## src/rtl/uart_8250_tx_sequencer.sv

```systemverilog
// Wishbone classic master for a uart_8250: runs the DLAB programming sequence on
// request, then streams bytes into THR, polling LSR.THRE before every write.
module uart_8250_tx_sequencer #(
  parameter logic [31:0] BASE_ADDR   = 32'h1250_0000,
  parameter int          ACK_TIMEOUT = 64,
  parameter int          POLL_GAP    = 4
) (
  input  logic        CLK_I,
  input  logic        RST_I,
  output logic [31:0] ADR_O,
  output logic [31:0] DAT_O,
  input  logic [31:0] DAT_I,
  output logic        WE_O,
  output logic [3:0]  SEL_O,
  output logic        STB_O,
  input  logic        ACK_I,
  output logic        CYC_O,
  input  logic        cfg_start,
  input  logic [15:0] cfg_divisor,
  input  logic [7:0]  cfg_lcr,
  input  logic [7:0]  tx_data,
  input  logic        tx_valid,
  output logic        tx_ready,
  output logic        cfg_done,
  output logic        busy,
  output logic        bus_err
);

  localparam int TW = $clog2(ACK_TIMEOUT + 1);
  localparam int GW = (POLL_GAP > 1) ? $clog2(POLL_GAP + 1) : 1;
  localparam logic [TW-1:0] TO_LAST  = TW'(ACK_TIMEOUT - 1);
  localparam logic [GW-1:0] GAP_LAST = GW'(POLL_GAP - 1);

  localparam logic [3:0] S_IDLE       = 4'd0;
  localparam logic [3:0] S_C_LCR_DLAB = 4'd1;
  localparam logic [3:0] S_C_DLL      = 4'd2;
  localparam logic [3:0] S_C_DLM      = 4'd3;
  localparam logic [3:0] S_C_LCR      = 4'd4;
  localparam logic [3:0] S_C_IER      = 4'd5;
  localparam logic [3:0] S_READY      = 4'd6;
  localparam logic [3:0] S_POLL_LSR   = 4'd7;
  localparam logic [3:0] S_POLL_WAIT  = 4'd8;
  localparam logic [3:0] S_W_THR      = 4'd9;
  localparam logic [3:0] S_ERROR      = 4'd10;

  typedef struct packed {
    logic [2:0] ofs;
    logic [7:0] dat;
    logic       we;
  } bus_req_t;

  logic [3:0]    state_q, state_d;
  logic          cyc_q, cyc_d, we_q, we_d;
  logic [3:0]    sel_q, sel_d;
  logic [31:0]   adr_q, adr_d;
  logic [7:0]    dat_q, dat_d;
  logic [15:0]   div_q, div_d;
  logic [7:0]    lcr_q, lcr_d, byte_q, byte_d;
  logic [TW-1:0] to_cnt_q, to_cnt_d;
  logic [GW-1:0] gap_q, gap_d;
  logic          cfg_done_q, cfg_done_d, bus_err_q, bus_err_d;
  logic          launch, cfg_go;
  bus_req_t      req;

  assign cfg_go = cfg_start && (state_q inside {S_IDLE, S_READY, S_ERROR});

  always_comb begin
    state_d    = state_q;
    cyc_d      = cyc_q;
    we_d       = we_q;
    sel_d      = sel_q;
    adr_d      = adr_q;
    dat_d      = dat_q;
    div_d      = div_q;
    lcr_d      = lcr_q;
    byte_d     = byte_q;
    to_cnt_d   = to_cnt_q;
    gap_d      = gap_q;
    cfg_done_d = cfg_done_q;
    bus_err_d  = bus_err_q;
    launch     = 1'b0;
    req        = '0;

    if (cfg_go) begin
      div_d      = cfg_divisor;
      lcr_d      = cfg_lcr;
      bus_err_d  = 1'b0;
      cfg_done_d = 1'b0;
      state_d    = S_C_LCR_DLAB;
      launch     = 1'b1;
    end else begin
      case (state_q)
        S_IDLE, S_ERROR: ;
        S_READY: begin
          if (tx_valid) begin
            byte_d  = tx_data;
            state_d = S_POLL_LSR;
            launch  = 1'b1;
          end
        end
        S_POLL_WAIT: begin
          if (gap_q == GAP_LAST) begin
            state_d = S_POLL_LSR;
            launch  = 1'b1;
          end else begin
            gap_d = gap_q + 1'b1;
          end
        end
        S_C_LCR_DLAB, S_C_DLL, S_C_DLM, S_C_LCR, S_C_IER, S_POLL_LSR, S_W_THR: begin
          // cyc_q low here means the mandatory idle cycle after the previous ACK
          if (!cyc_q) begin
            launch = 1'b1;
          end else if (ACK_I) begin
            cyc_d = 1'b0;
            sel_d = 4'b0000;
            case (state_q)
              S_C_LCR_DLAB: state_d = S_C_DLL;
              S_C_DLL:      state_d = S_C_DLM;
              S_C_DLM:      state_d = S_C_LCR;
              S_C_LCR:      state_d = S_C_IER;
              S_C_IER: begin
                state_d    = S_READY;
                cfg_done_d = 1'b1;
              end
              S_POLL_LSR: begin
                if (DAT_I[5]) begin
                  state_d = S_W_THR;
                end else begin
                  state_d = S_POLL_WAIT;
                  gap_d   = '0;
                end
              end
              default:      state_d = S_READY;
            endcase
          end else if (to_cnt_q == TO_LAST) begin
            cyc_d      = 1'b0;
            sel_d      = 4'b0000;
            state_d    = S_ERROR;
            bus_err_d  = 1'b1;
            cfg_done_d = 1'b0;
          end else begin
            to_cnt_d = to_cnt_q + 1'b1;
          end
        end
        default: state_d = S_IDLE;
      endcase
    end

    // Bus request is built from the next-state view so a cycle can start on entry
    if (launch) begin
      case (state_d)
        S_C_LCR_DLAB: req = '{ofs: 3'd3, dat: 8'h80,                 we: 1'b1};
        S_C_DLL:      req = '{ofs: 3'd0, dat: div_d[7:0],            we: 1'b1};
        S_C_DLM:      req = '{ofs: 3'd1, dat: div_d[15:8],           we: 1'b1};
        S_C_LCR:      req = '{ofs: 3'd3, dat: lcr_d & 8'h7F,         we: 1'b1};
        S_C_IER:      req = '{ofs: 3'd1, dat: 8'h00,                 we: 1'b1};
        S_POLL_LSR:   req = '{ofs: 3'd5, dat: 8'h00,                 we: 1'b0};
        default:      req = '{ofs: 3'd0, dat: byte_d,                we: 1'b1};
      endcase
      cyc_d    = 1'b1;
      sel_d    = 4'b0001;
      to_cnt_d = '0;
      adr_d    = BASE_ADDR + {29'd0, req.ofs};
      dat_d    = req.dat;
      we_d     = req.we;
    end
  end

  always_ff @(posedge CLK_I or negedge RST_I) begin
    if (!RST_I) begin
      state_q    <= S_IDLE;
      cyc_q      <= 1'b0;
      we_q       <= 1'b0;
      sel_q      <= 4'b0000;
      adr_q      <= '0;
      dat_q      <= '0;
      div_q      <= '0;
      lcr_q      <= '0;
      byte_q     <= '0;
      to_cnt_q   <= '0;
      gap_q      <= '0;
      cfg_done_q <= 1'b0;
      bus_err_q  <= 1'b0;
    end else begin
      state_q    <= state_d;
      cyc_q      <= cyc_d;
      we_q       <= we_d;
      sel_q      <= sel_d;
      adr_q      <= adr_d;
      dat_q      <= dat_d;
      div_q      <= div_d;
      lcr_q      <= lcr_d;
      byte_q     <= byte_d;
      to_cnt_q   <= to_cnt_d;
      gap_q      <= gap_d;
      cfg_done_q <= cfg_done_d;
      bus_err_q  <= bus_err_d;
    end
  end

  assign CYC_O    = cyc_q;
  assign STB_O    = cyc_q;
  assign ADR_O    = adr_q;
  assign DAT_O    = {24'd0, dat_q};
  assign WE_O     = we_q;
  assign SEL_O    = sel_q;
  assign tx_ready = (state_q == S_READY) && !cfg_start;
  assign cfg_done = cfg_done_q;
  assign bus_err  = bus_err_q;
  assign busy     = !(state_q inside {S_IDLE, S_READY, S_ERROR});

  // Only THRE matters; the rest of the read word is don't-care
  logic unused_dat;
  assign unused_dat = ^{DAT_I[31:6], DAT_I[4:0]};

endmodule

```

## config.mk

```make
export PLATFORM = sky130hd
export DESIGN_NAME = uart_8250_tx_sequencer
export DESIGN_NICKNAME = d
export VERILOG_FILES = /design/src/rtl/uart_8250_tx_sequencer.sv
export SDC_FILE = /design/constraint.sdc
export NUM_CORES = 1
export LEC_CHECK = 0
export CAP_MARGIN = 0
export CORE_MARGIN = 4
export CORE_UTILIZATION = 46
export CTS_CLUSTER_SIZE = 40
export DETAILED_ROUTE_END_ITERATION = 12
export PLACE_DENSITY = 0.9
export REMOVE_ABC_BUFFERS = 1
export SLEW_MARGIN = 20
export SYNTH_ARGS = -nofsm -noshare
export SYNTH_HDL_FRONTEND = slang
export SYNTH_SLANG_ARGS = --single-unit
```

## constraint.sdc

```tcl
create_clock -name CLK_I -period 3.6 [get_ports CLK_I]
set_input_delay 0.54 -clock CLK_I [delete_from_list [all_inputs] [get_ports CLK_I]]
set_output_delay 0.54 -clock CLK_I [all_outputs]
set_load 0.01 [all_outputs]
```

# After elaboration in Yosys (flattened, before gate mapping)
# Cells that the tools add are included.
# totals
out_inout_bits	75
input_bits	69
reg_bits	93
# op_classes
n_reduce_logical	22
n_eq_ne	28
add_sub_neg	3
muxes	56
bitwise	1
# ops
op	count
$pmux 12 s6	1
$mux 7	7
$mux 4	12
$add 29x3->30 const A	1
$eq 4x3->1 const B	7
$mux 8	3
$mux 1	22
$pmux 4 s5	1
$eq 4x2->1 const B	4
$mux 16	1
$pmux 4 s4	1
$mux 3	5
$ne 2x2->1 const B	7
$eq 4x4->1 const B	3
$mux 12	1
$reduce_and 4->1	3
$reduce_bool 2->1	6
$reduce_bool 3->1	3
$eq 4x1->1 const B	2
$add 7x1->7 const B	1
$eq 7x6->1 const B	1
$reduce_and 7->1	1
$reduce_or 7->1	1
$pmux 3 s2	1
other kinds (12)	15

# Logic depth before layout (Yosys ltp)
# Gate-level depths: netlist of the first run.
# depth
ltp_word	10
ltp_mapped	11
ltp_nobuf	10

# Worst setup path after synthesis of the first run
# No wires, ideal clock.
# synth_path
kind	reg2reg
startpoint	register gap_q[0]
endpoint	register dat_q[0]
setup_time_ns	0.121
path_buffers	1
stages_incl_launch_ff	11
required_time_ns	3.479
period_less_slack_ns	2.517
slack_ns	1.083
arrival_time_ns	2.396
path_cell_list	dfrtp_1 > ha_1 > ha_1 > nor2b_1 > o32a_1 > a22oi_1 > a21oi_1 > o41ai_4 > buf_6 > a21oi_1 > a22o_1
# synth_via
elab_chain_len	7
elab_cells_between_ends	15
classes_between	7 x eq/ne; 8 x mux
# synth_rtl
element	line	text
from (decl)	60	logic [GW-1:0] gap_q, gap_d;
from (signal assigned)	195	gap_q <= gap_d;
$eq 3x2->1 (*)	102	if (gap_q == GAP_LAST) begin
$mux 4	102	
$pmux 4 s4	92	case (state_q)
$mux 4	84	if (cfg_go) begin
$eq 4x3->1, or another cell as far along	151	case (state_d)
$pmux 12 s6	151	
$mux 12	150	if (launch) begin
to (signal assigned)	190	dat_q <= dat_d;
to (decl)	56	logic [7:0] dat_q, dat_d;
# Mark *: on every way between the ends. The rest lies on a longest branch, timed or not. The select of a mux whose other input is x is not followed.
# A chain may end at the register's enable or synchronous reset.

# Worst setup path in the final report of the first run
# layout_path
startpoint	input port cfg_start
endpoint	register dat_q[0]
# layout_via
elab_cells_between_ends	14
classes_between	6 x eq/ne; 7 x mux; 1 x reduce/logical
# layout_lines
element	line	text
from (decl)	18	input logic cfg_start,
$logic_and 1x1->1	65	assign cfg_go = cfg_start && (state_q inside {S_IDLE, S_READY, S_ERROR});
$mux 16	84	
net div_d[0]	57	logic [15:0] div_q, div_d;
$pmux 12 s6	151	
$mux 12	150	
# The timed path passes the listed nets, and every way through them passes these cells. The select of a mux whose other input is x is not followed.

==> results of run 1 <==
-- worst max-delay path, stage by stage --
cell	delay [ns]
clkdlybuf4s50_1	0.54
nor2b_1	0.57
o211a_1	0.44
o221ai_1	0.15
a31o_2	0.24
mux2_2	0.27
a221o_1	0.34
a22o_1	0.19
-- Yosys cell counts, types with 5 or more instances --
master,number
nor2_1,17
inv_1,21
a21oi_1,15
nor2b_1,11
o221ai_1,8
nand2_1,41
nand3_1,11
mux2i_1,9
a31o_1,5
a22o_1,8
mux2_2,12
buf_4,58
a31oi_1,11
buf_2,6
buf_6,8
dfrtp_1,62
xor2_1,5
and2_1,5
a221o_1,7
o21ai_0,8
-- metrics by stage --
step / worst slack, ns / cells / util [%] / area (um2) / power [W]
final: 0.545 / 570 / 54.7 / 4560 / 0.00423
after CTS: 0.578 / 570 / 54.7 / 4560 / 0.00420
after global placement: 0.296 / 555 / 52.7 / 4400 / 0.00353
after global routing: 0.392 / 570 / 54.7 / 4560 / 0.00455
after floorplan: 0.242 / 384 / - / 3630 / 0.00292
after detailed placement: 0.230 / 555 / 52.7 / 4400 / 0.00365
-- layer usage --
metal	vias up	track usage [%]
li1	1463	-
met1	1527	23.6
met2	146	28.0
met3	23	4.96
met4	0	8.18
met5	-	0
-- path summary, 6_finish.rpt --
| path | slack, ns | depth (start not counted) | endpoint |
|---|---|---|---|
| hold reg to reg | 0.48 | 2 | lcr_q[2] |
| setup reg to reg | 0.58 | 9 | dat_q[1] |
| min in group CLK_I | 0.48 | 2 | lcr_q[2] |
| hold / removal | 0.30 | 1 | bus_err |
| max in group asynchronous | 2.45 | 2 | dat_q[2] |
| setup / recovery | 0.54 | 8 | dat_q[0] |
-- registers in the layout (all words and copies together), names as in the netlist --
| signal | count |
|---|---|
| div_q | 16 |
| byte_q | 8 |
| dat_q | 8 |
| lcr_q | 7 |
| to_cnt_q | 7 |
| ADR_O | 4 |
| state_q | 4 |
| gap_q | 3 |
| CYC_O | 1 |
| SEL_O | 1 |
| WE_O | 1 |
| bus_err | 1 |
| cfg_done | 1 |
-- final cells by class --
type | instances | share of cell area (%)
flip-flops and latches | 62 | 34.0
well taps | 105 | 2.88
multi-input cells | 301 | 43.7
clock inverters | 1 | 0.110
inverters | 21 | 1.73
clock buffers | 14 | 3.56
repair buffers | 66 | 14.0
-- kinds of logic after synthesis --
family / Yosys count
DFF: 62
muxes: 24
and+or+nand+nor: 113
buffers and inverters: 99
other: 1
adders and majority gates: 3
xor gates and xnor gates: 8
AOI/OAI and AO/OA: 101
-- power by group through the flow --
stage	logic (W)	clock network, W	registers [W]
2_1_floorplan	0.00172	0	0.00120
3_3_place_gp	0.00234	0	0.00119
3_5_place_dp	0.00245	0	0.00121
4_1_cts	0.00247	0.000541	0.00120
5_1_grt	0.00273	0.000577	0.00124
6_report	0.00249	0.000534	0.00120
==> out/qor.csv, run 1 <==
stage,metric,value,unit
run_status,status,"complete, no violations",
power,pwr-share-seq,28.5,%
power,switchingPower,0.00183,W
clock_tree,cts_tree,built,
critical_path,crit_fanout,9,
clock_tree,h-tree-depth,3,
clock_tree,postCtsSetupBuffers,0,
power,p_sw_share,43.2,%
power,power_frac_comb,58.9,%
placed_design,hpwl,6.69,mm
yosys,synth_seq_cells,62,
clock_tree,numCtsBuffers,9,
timing,setup_tns,0,ns
global_route,grt_max_degree,40,
finish,fill_cells,698,
yosys,synthXorXnorAreaFrac,1.93,%
routing,antenna_left,0,
min_path,min_path_type,in -> async,
global_route,grt_pass1_wl,14.8,mm
timing,period_share,84.9,%
yosys,synthSimpleGateAreaFrac,14.7,%
power,leakagePower,2.16,nW
clock_tree,cts_resized,0,
yosys,yosys_warnings,0,
yosys,synthAdderAreaFrac,0.935,%
yosys,synth.top_cell.area_share,38.6,%
yosys,synth_top_family_by_area,compound AO/OA/AOI/OAI gates,
routing,drt-wirelength-per-cell,16.0,um
yosys,postSynthAreaPerCell,9.77,um2
yosys,seq_area_frac_synth,38.6,%
routing,drtIter0Drc,333,
critical_path,r2r_start,state_q[1],
power,power.internal,0.00240,W
finish,synthToLayoutAreaGrowth,13.6,%
timing,final_hold_viol_count,0,
finish,diodes,0,
critical_path,critPathLaunch,cfg_start,
critical_path,critPathKind,in -> reg,
timing,slew_headroom,43.0,%
placed_design,portBuffers,59,
floorplan,die_area,0.0103,mm2
routing,vias,3159,
routing,met1_length,3.87,mm
timing,max_freq,327,MHz
clock_tree,root_buffer,clkbuf_8,
finish,seqCellArea,0.00155,mm2
global_route,antenna_found_initial,0,
power,power.share.clock,12.6,%
critical_path,end_kind,flip-flop,
yosys,muxShareOfSynthArea,6.73,%
yosys,netlist_instances,411,
routing,wirelength,9.11,mm
floorplan,io_pins,144,
timing,min_period,3.06,ns
global_route,grt_pass1_vias,3085,
global_route,grt_overflow_total,0,
routing,highest_layer,met4,
timing,slew_violations,0,
critical_path,arrival,3.28,ns
timing,timing.hold.ws,0.300,ns
global_route,track_usage,18.1,%
clock_tree,cts.sinks,62,
routing,route.met2.wl,4.37,mm
clock_tree,cts_buffer_depth,2,
placed_design,gp_congestion,0.916,
timing,worstMarginPinSlew,0.855,ns
clock_tree,clkTransAtPathRegs,0.07,ns
clock_tree,clkLatencyLatePin,0.34,ns
yosys,ys.flop_type,dfrtp_1,
timing,setup_viol,0,
routing,dr_wl_met3,613,um
run,maxCapViolations,0,
critical_path,crit_required,3.83,ns
floorplan,core,0.00834,mm2
routing,drtPass1Iterations,5,
finish,final_common_cell,dfrtp_1,
floorplan,initial_core_util,48.2,%
yosys,netlist_area,0.00402,mm2
floorplan,die_y,101,um
critical_path,critPathLaunchType,input port,
yosys,yosysUniqueCellTypes,67,
finish,final_cell_mix,"dfrtp_1, clkdlybuf4s50_1, conb_1, nand2_1, inv_1",
yosys,synth_compound_area_share,20.6,%
yosys,synth_top_area_cell,dfrtp_1,
finish,drive_above_1_share,12.0,%
timing,rsz0062_at_grt,false,
routing,viasPerCell,5.54,
floorplan,die_w,101,um
routing,drcViolationCount,0,
finish,multi_input_area,0.00200,mm2
yosys,synthArstFlopShare,100,%
finish,nets,533,
clock_tree,ctsHoldBuffers,0,
power,ir_worst_vdd,0.648,mV
power,power_density,926,mW/mm2
timing,skew,0.00994,ns
yosys,ys_top_cells_by_area,"dfrtp_1, buf_4, nand2_1",
floorplan,rows,33,
yosys,synth_edf_count,0,
(Power assumes the default switching activity.)
==> run 2, diff against run 1 <==
Settings changed: CORE_UTILIZATION 46 to 41, PLACE_DENSITY 0.9 to 0.85.
Clock period 3.6 ns to 2.5 ns, I/O delays scaled along.
==> run 2 against run 1 <==
  * Clock skew increased by 0.0011 ns
  * Sequential share of layout area is 5.6 points lower
  * First-iteration DRC count down 25%
  * Worst hold slack improved by 0.19 ns
  * Setup slack worse by 0.66 ns
  * Register-to-register slack got worse by 0.69 ns
  * Combinational power up 120%
  * Utilization increased by 3.9 points
  * Largest cell class unchanged
  * Flip-flop and latch count did not move
  * Global-route usage is 2.5 points higher
  * The run now ends with setup timing left
  * Count of clock-buffer cells in the layout decreased by 5
  * Wire length is 36% higher
==> out/qor.csv, run 2 (synthesis gave the netlist of run 1 again) <==
stage,metric,value,unit,change
clock_tree,cts_buffer_depth,2,,unchanged
finish,final_cell_mix,"buf_4, dfrtp_1, clkdlybuf4s50_1, conb_1, nand2_1",,"was dfrtp_1, clkdlybuf4s50_1, conb_1, nand2_1, inv_1"
min_path,min_path_type,in -> async,,unchanged
clock_tree,clkTransAtPathRegs,0.08,ns,was 0.07 ns
critical_path,path_common_cell,buf_4,,
finish,fill_cells,719,,was 698
floorplan,die_area,0.0114,mm2,was 0.0103 mm2
finish,final_common_cell,buf_4,,was dfrtp_1
finish,final_util,58.6,%,was 54.7%
run,maxCapViolations,0,,unchanged
finish,reg_top3,"div_q x16, byte_q x8, dat_q x8",,unchanged
critical_path,crit_fanout,9,,unchanged
global_route,grt_pass1_vias,3683,,"was 3,085"
routing,drtPass1Iterations,5,,unchanged
critical_path,critPathLaunchType,flip-flop,,was input port
critical_path,cp_num_buf_inv,3,,was 1
timing,rsz0062_at_grt,true,,was false
routing,viasPerCell,5.54,,about the same
clock_tree,numCtsBuffers,9,,unchanged
finish,final_design_area_no_fill,0.00549,mm2,was 0.00456 mm2
timing,fin_ws,-0.113,ns,was 0.545 ns
global_route,grt_max_degree,30,,was 40
timing,skew,0.0111,ns,was 0.00994 ns
run_status,violations,setup timing,,
finish,drive_above_1_share,30.7,%,was 12.0%
timing,max_freq,383,MHz,
critical_path,critPathKind,reg -> reg,,was in -> reg
finish,largest_reg_flops,16,,unchanged
finish,diodes,0,,unchanged
timing,setup_viol,8,,was 0
routing,drt-wirelength-per-cell,18.5,um,was 16.0 um
routing,drtIter0Drc,251,,was 333
routing,vias,3714,,"was 3,159"
floorplan,die_w,107,um,was 101 um
floorplan,initial_core_util,42.9,%,was 48.2%
timing,period_share,105,%,
clock_tree,clkLatencyLatePin,0.35,ns,was 0.34 ns
critical_path,slowest_delay,0.47,ns,was 0.57 ns
timing,slew_headroom,58.3,%,was 43.0%
routing,antenna_left,0,,unchanged
power,ir_worst_vdd,0.735,mV,was 0.648 mV
placed_design,place_area,0.00487,mm2,was 0.00440 mm2
global_route,antenna_found_initial,0,,unchanged
clock_tree,root_buffer,clkbuf_8,,unchanged
critical_path,crit_required,2.73,ns,was 3.83 ns
routing,wirelength,12.4,mm,was 9.11 mm
critical_path,critPathLaunch,state_q[1],,was cfg_start
timing,min_period,2.61,ns,
clock_tree,cts.sinks,62,,unchanged
global_route,track_usage,20.6,%,was 18.1%
critical_path,end_kind,flip-flop,,unchanged
placed_design,gp_congestion,0.907,,was 0.916
critical_path,cp_cell_sequence,buf_4 -> nand3b_1 -> a21oi_4 -> a221o_1 -> o2111ai_4 -> o41ai_4 -> buf_4 -> buf_6 -> a211o_1 -> a22o_1,,was clkdlybuf4s50_1 -> nor2b_1 -> o211a_1 -> o221ai_1 -> a31o_2 -> mux2_2 -> a221o_1 -> a22o_1
critical_path,regToRegSetupSlack,-0.11,ns,was 0.58 ns
clock_tree,cts_tree,built,,unchanged
power,leakagePower,2.60,nW,was 2.16 nW
critical_path,crit_family,compound AO/OA/AOI/OAI gates,,unchanged
floorplan,io_pins,144,,unchanged
floorplan,core,0.00937,mm2,was 0.00834 mm2
global_route,grt_pass1_wl,18.7,mm,was 14.8 mm
floorplan,rows,35,,was 33
clock_tree,h-tree-depth,3,,unchanged
routing,drcViolationCount,0,,unchanged
critical_path,arrival,2.85,ns,was 3.28 ns
placed_design,hpwl,7.86,mm,was 6.69 mm
placed_design,portBuffers,59,,unchanged
timing,final_hold_viol_count,0,,unchanged
finish,multi_input_area,0.00220,mm2,was 0.00200 mm2
critical_path,r2r_start,state_q[1],,unchanged
critical_path,cp_slowest_cell,dfrtp_2,,was nor2b_1
finish,nets,608,,was 533
power,power_density,1480,mW/mm2,was 926 mW/mm2
finish,regMostFlops,div_q,,unchanged
finish,synthToLayoutAreaGrowth,36.7,%,was 13.6%
global_route,grt_overflow_total,0,,unchanged
floorplan,die_y,107,um,was 101 um
timing,worstMarginPinSlew,0.622,ns,was 0.855 ns
timing,slew_violations,0,,unchanged
finish,seqCellArea,0.00156,mm2,was 0.00155 mm2
run_status,status,"finished, violations left",,"was complete, no violations"
[run 2: cell count changes in the layout (fill, tap and decap cells not counted), moves of 3 or more]
cell,delta
a21oi_1,-7
a21oi_2,+5
buf_4,+59
buf_6,+12
clkbuf_1,-3
dfrtp_1,-4
dfrtp_2,+4
ha_1,-3
nor3_1,-3
[run 2: what timing repair did]
item,in CTS,in global routing
pin swaps,23,13
endpoints found under the hold margin,18,0
hold buffers,1,0
resized for setup,39,26
buffers inserted,8,8
setup endpoints to repair,9,10
gates cloned,2,0
[run 2: worst reg2reg max path, stage by stage (launching register included)]
cell and delay [ns]:
dfrtp_2 0.47, buf_4 0.20, nand3b_1 0.25, a21oi_4 0.13
a221o_1 0.37, o2111ai_4 0.25, o41ai_4 0.14, buf_4 0.17
buf_6 0.12, a211o_1 0.21, a22o_1 0.19
[run 2: where the power goes]
part	switching [W]	internal (W)	leakage, nW
clock network	0.000436	0.000564	0.106
registers	0.000262	0.00142	0.767
logic	0.00272	0.00272	1.73
total	0.00342	0.00471	2.60
[run 2: metrics by stage]
step	setup TNS, ns	setup slack [ns]	hold WS [ns]	total power [W]	std cells
finish	-0.719	-0.113	0.486	0.00812	670
global route	-1.20	-0.186	0.511	0.00855	670
CTS	-0.208	-0.0445	0.489	0.00765	662
detailed placement	-4.14	-0.544	0.346	0.00609	636
global placement	-3.48	-0.453	0.330	0.00587	636
floorplan	-7.24	-0.858	0.0794	0.00421	384
[run 2: final cells by class]
| type | count | area share [%] |
|---|---|---|
| Sequential cell | 62 | 28.4 |
| Multi-Input combinational cell | 301 | 40.1 |
| Clock inverter | 7 | 1.78 |
| Timing Repair Buffer | 141 | 23.1 |
| Tap cell | 129 | 2.94 |
| Inverter | 21 | 1.44 |
| Clock buffer | 9 | 2.26 |
[run 2: worst paths after layout]
kind	endpoint	depth (start not counted)
worst min register to register	lcr_q[5]	2
worst max-delay path	dat_q[7]	10
max in group asynchronous	lcr_q[2]	3
worst max register to register	dat_q[7]	10
min in group CLK_I	lcr_q[5]	2
worst min-delay path	to_cnt_q[4]	2
[run 2: layer usage]
metal | GRT usage [%] | vias up | wire length [um]
met5 | 0 | - | 0
li1 | - | 1612 | -
met1 | 24.9 | 1792 | 4880
met2 | 35.3 | 244 | 6110
met3 | 3.49 | 66 | 898
met4 | 10.6 | 0 | 520
==> run 3, diff against run 2 <==
Settings changed: PLACE_DENSITY 0.85 to 0.82.
==> run 3 against run 2 <==
  * The run still ends with setup timing left
  * Sequential share of layout area is 0.27 points lower
  * Power is 1.1% lower
  * Non-clock buffer count is 16 higher
  * Clock power is 5.9% lower
  * Flip-flop and latch count stayed put
  * Via count is 1.6% lower
  * Register-to-register slack better by 0.04 ns
  * Fmax is 1.4% higher
  * Cell count is 2.4% higher
  * Critical path depth stayed put
  * Die area stayed put
  * Critical path type unchanged
  * Largest cell class unchanged
  * Largest power group unchanged
==> out/qor.csv, run 3 (synthesis gave the netlist of run 1 again) <==
stage,metric,value,unit,change
run_status,violations,setup timing,,unchanged
finish,fill_cells,738,,was 719
routing,drtPass1Iterations,5,,unchanged
clock_tree,cts_buffer_depth,2,,unchanged
critical_path,arrival,2.81,ns,was 2.85 ns
placed_design,hpwl,7.87,mm,was 7.86 mm
floorplan,die_y,107,um,unchanged
timing,final_hold_viol_count,0,,unchanged
placed_design,portBuffers,59,,unchanged
finish,synthToLayoutAreaGrowth,38.0,%,was 36.7%
global_route,antenna_found_initial,0,,unchanged
global_route,grt_pass1_vias,3725,,"was 3,683"
global_route,use_met2,33.1,%,was 35.3%
routing,drcViolationCount,0,,unchanged
timing,setup_viol,9,,was 8
routing,drt-wirelength-per-cell,16.9,um,was 18.5 um
finish,final_cell_mix,"buf_4, dfrtp_1, clkdlybuf4s50_1, conb_1, nand2_1",,unchanged
power,ir_worst_vdd,0.862,mV,was 0.735 mV
global_route,grt_overflow_total,0,,unchanged
critical_path,end_kind,flip-flop,,unchanged
run,maxCapViolations,0,,unchanged
power,leakagePower,2.66,nW,was 2.60 nW
routing,wirelength,11.6,mm,was 12.4 mm
floorplan,die_area,0.0114,mm2,unchanged
global_route,grt_max_degree,30,,unchanged
critical_path,critPathKind,reg -> reg,,unchanged
clock_tree,root_buffer,clkbuf_8,,unchanged
clock_tree,cts.sinks,62,,unchanged
min_path,min_path_type,in -> async,,unchanged
timing,slew_violations,0,,unchanged
timing,timing.hold.ws,0.424,ns,was 0.486 ns
clock_tree,cts_tree,built,,unchanged
finish,regMostFlops,div_q,,unchanged
floorplan,rows,35,,unchanged
global_route,grt.busiest_layer,met2,,unchanged
run_status,status,"finished, violations left",,unchanged
global_route,met1_usage,24.6,%,was 24.9%
critical_path,crit_fanout,5,,was 9
finish,seqCellArea,0.00156,mm2,unchanged
timing,min_period,2.58,ns,was 2.61 ns
routing,drtIter0Drc,243,,was 251
timing,skew,0.0203,ns,was 0.0111 ns
global_route,track_usage,19.7,%,was 20.6%
finish,drive_above_1_share,30.9,%,was 30.7%
global_route,grt_pass1_wl,18.0,mm,was 18.7 mm
clock_tree,numCtsBuffers,9,,unchanged
routing,viasPerCell,5.33,,was 5.54
finish,final_common_cell,buf_4,,unchanged
floorplan,initial_core_util,42.9,%,unchanged
finish,multi_input_area,0.00216,mm2,was 0.00220 mm2
finish,largest_reg_flops,16,,unchanged
clock_tree,h-tree-depth,3,,unchanged
clock_tree,clkTransAtPathRegs,0.09,ns,was 0.08 ns
timing,rsz0062_at_grt,true,,unchanged
critical_path,crit_required,2.73,ns,about the same
timing,period_share,103,%,was 105%
finish,reg_top3,"div_q x16, byte_q x8, dat_q x8",,unchanged
floorplan,io_pins,144,,unchanged
floorplan,die_w,107,um,unchanged
power,power_density,1450,mW/mm2,was 1480 mW/mm2
critical_path,critPathLaunchType,flip-flop,,unchanged
finish,final_util,59.1,%,was 58.6%
routing,vias,3656,,"was 3,714"
timing,fin_ws,-0.0764,ns,was -0.113 ns
floorplan,core,0.00937,mm2,unchanged
timing,max_freq,388,MHz,was 383 MHz
critical_path,r2r.worst_path.cells,10,,unchanged
routing,antenna_left,0,,unchanged
global_route,grtUsageMet3,3.97,%,was 3.49%
critical_path,regToRegSetupSlack,-0.08,ns,was -0.11 ns
placed_design,gp_congestion,0.879,,was 0.907
clock_tree,clkLatencyLatePin,0.36,ns,was 0.35 ns
finish,nets,624,,was 608
finish,diodes,0,,unchanged
[run 3: cell count changes in the layout (fill, tap and decap cells not counted), sizes merged]
| cell | previous run | this run |
|---|---|---|
| buf | 82 | 97 |
| clkbuf | 9 | 11 |
| clkinvlp | 2 | 3 |
| bufinv | 2 | 1 |
| clkinv | 2 | 1 |
[run 3: critical path, stage by stage, from the launching register on]
cell       delay (ns)
dfrtp_2          0.47
buf_6            0.15
xor2_4           0.19
o2bb2ai_4        0.16
a221o_1          0.38
o2111ai_4        0.22
o41ai_4          0.12
buf_4            0.16
buf_6            0.11
a221o_1          0.28
a22o_1           0.20
[run 3: final cells by class]
class | count | area share, %
Multi-Input combinational cell | 301 | 39.0
Sequential cell | 62 | 28.1
Timing Repair Buffer | 157 | 24.8
Tap cell | 129 | 2.91
Clock buffer | 10 | 2.48
Inverter | 21 | 1.42
Clock inverter | 6 | 1.26
[run 3: power breakdown]
group	switching (W)	total, W	internal, W	leakage, nW
clock	0.000448	0.000940	0.000492	0.0951
combinational	0.00264	0.00545	0.00280	1.80
sequential	0.000229	0.00165	0.00142	0.767
[run 3: per-stage QoR]
step	TNS [ns]	area (um2)	power, W	instances	setup WS (ns)
after global routing	-1.15	5540	0.00853	686	-0.151
final	-0.369	5540	0.00803	686	-0.0764
after CTS	-0.0471	5420	0.00769	679	-0.0183
after global placement	-2.76	4920	0.00595	643	-0.361
after floorplan	-7.24	3630	0.00421	384	-0.858
after detailed placement	-3.49	4920	0.00615	643	-0.500
[run 3: final timing paths]
check / startpoint / to
worst max-delay path: state_q[3] / dat_q[4]
worst min-delay path: RST_I / bus_err
max in group asynchronous: RST_I / ADR_O[0]
min in group CLK_I: lcr_q[0] / lcr_q[0]
worst max register to register: state_q[3] / dat_q[4]
worst min register to register: lcr_q[0] / lcr_q[0]
[run 3: metal layers]
| layer | routed length [um] | vias to the layer above |
|---|---|---|
| met5 | 0 | - |
| met4 | 344 | 0 |
| met3 | 814 | 35 |
| met2 | 5670 | 186 |
| met1 | 4750 | 1793 |
| li1 | - | 1642 |
[run 3: repair_timing]
action	in CTS	in global routing
endpoints found under the hold margin	9	0
setup endpoints to repair	10	10
hold buffers	1	0
pin swaps	15	5
setup buffers	19	7
gates resized for setup	32	13
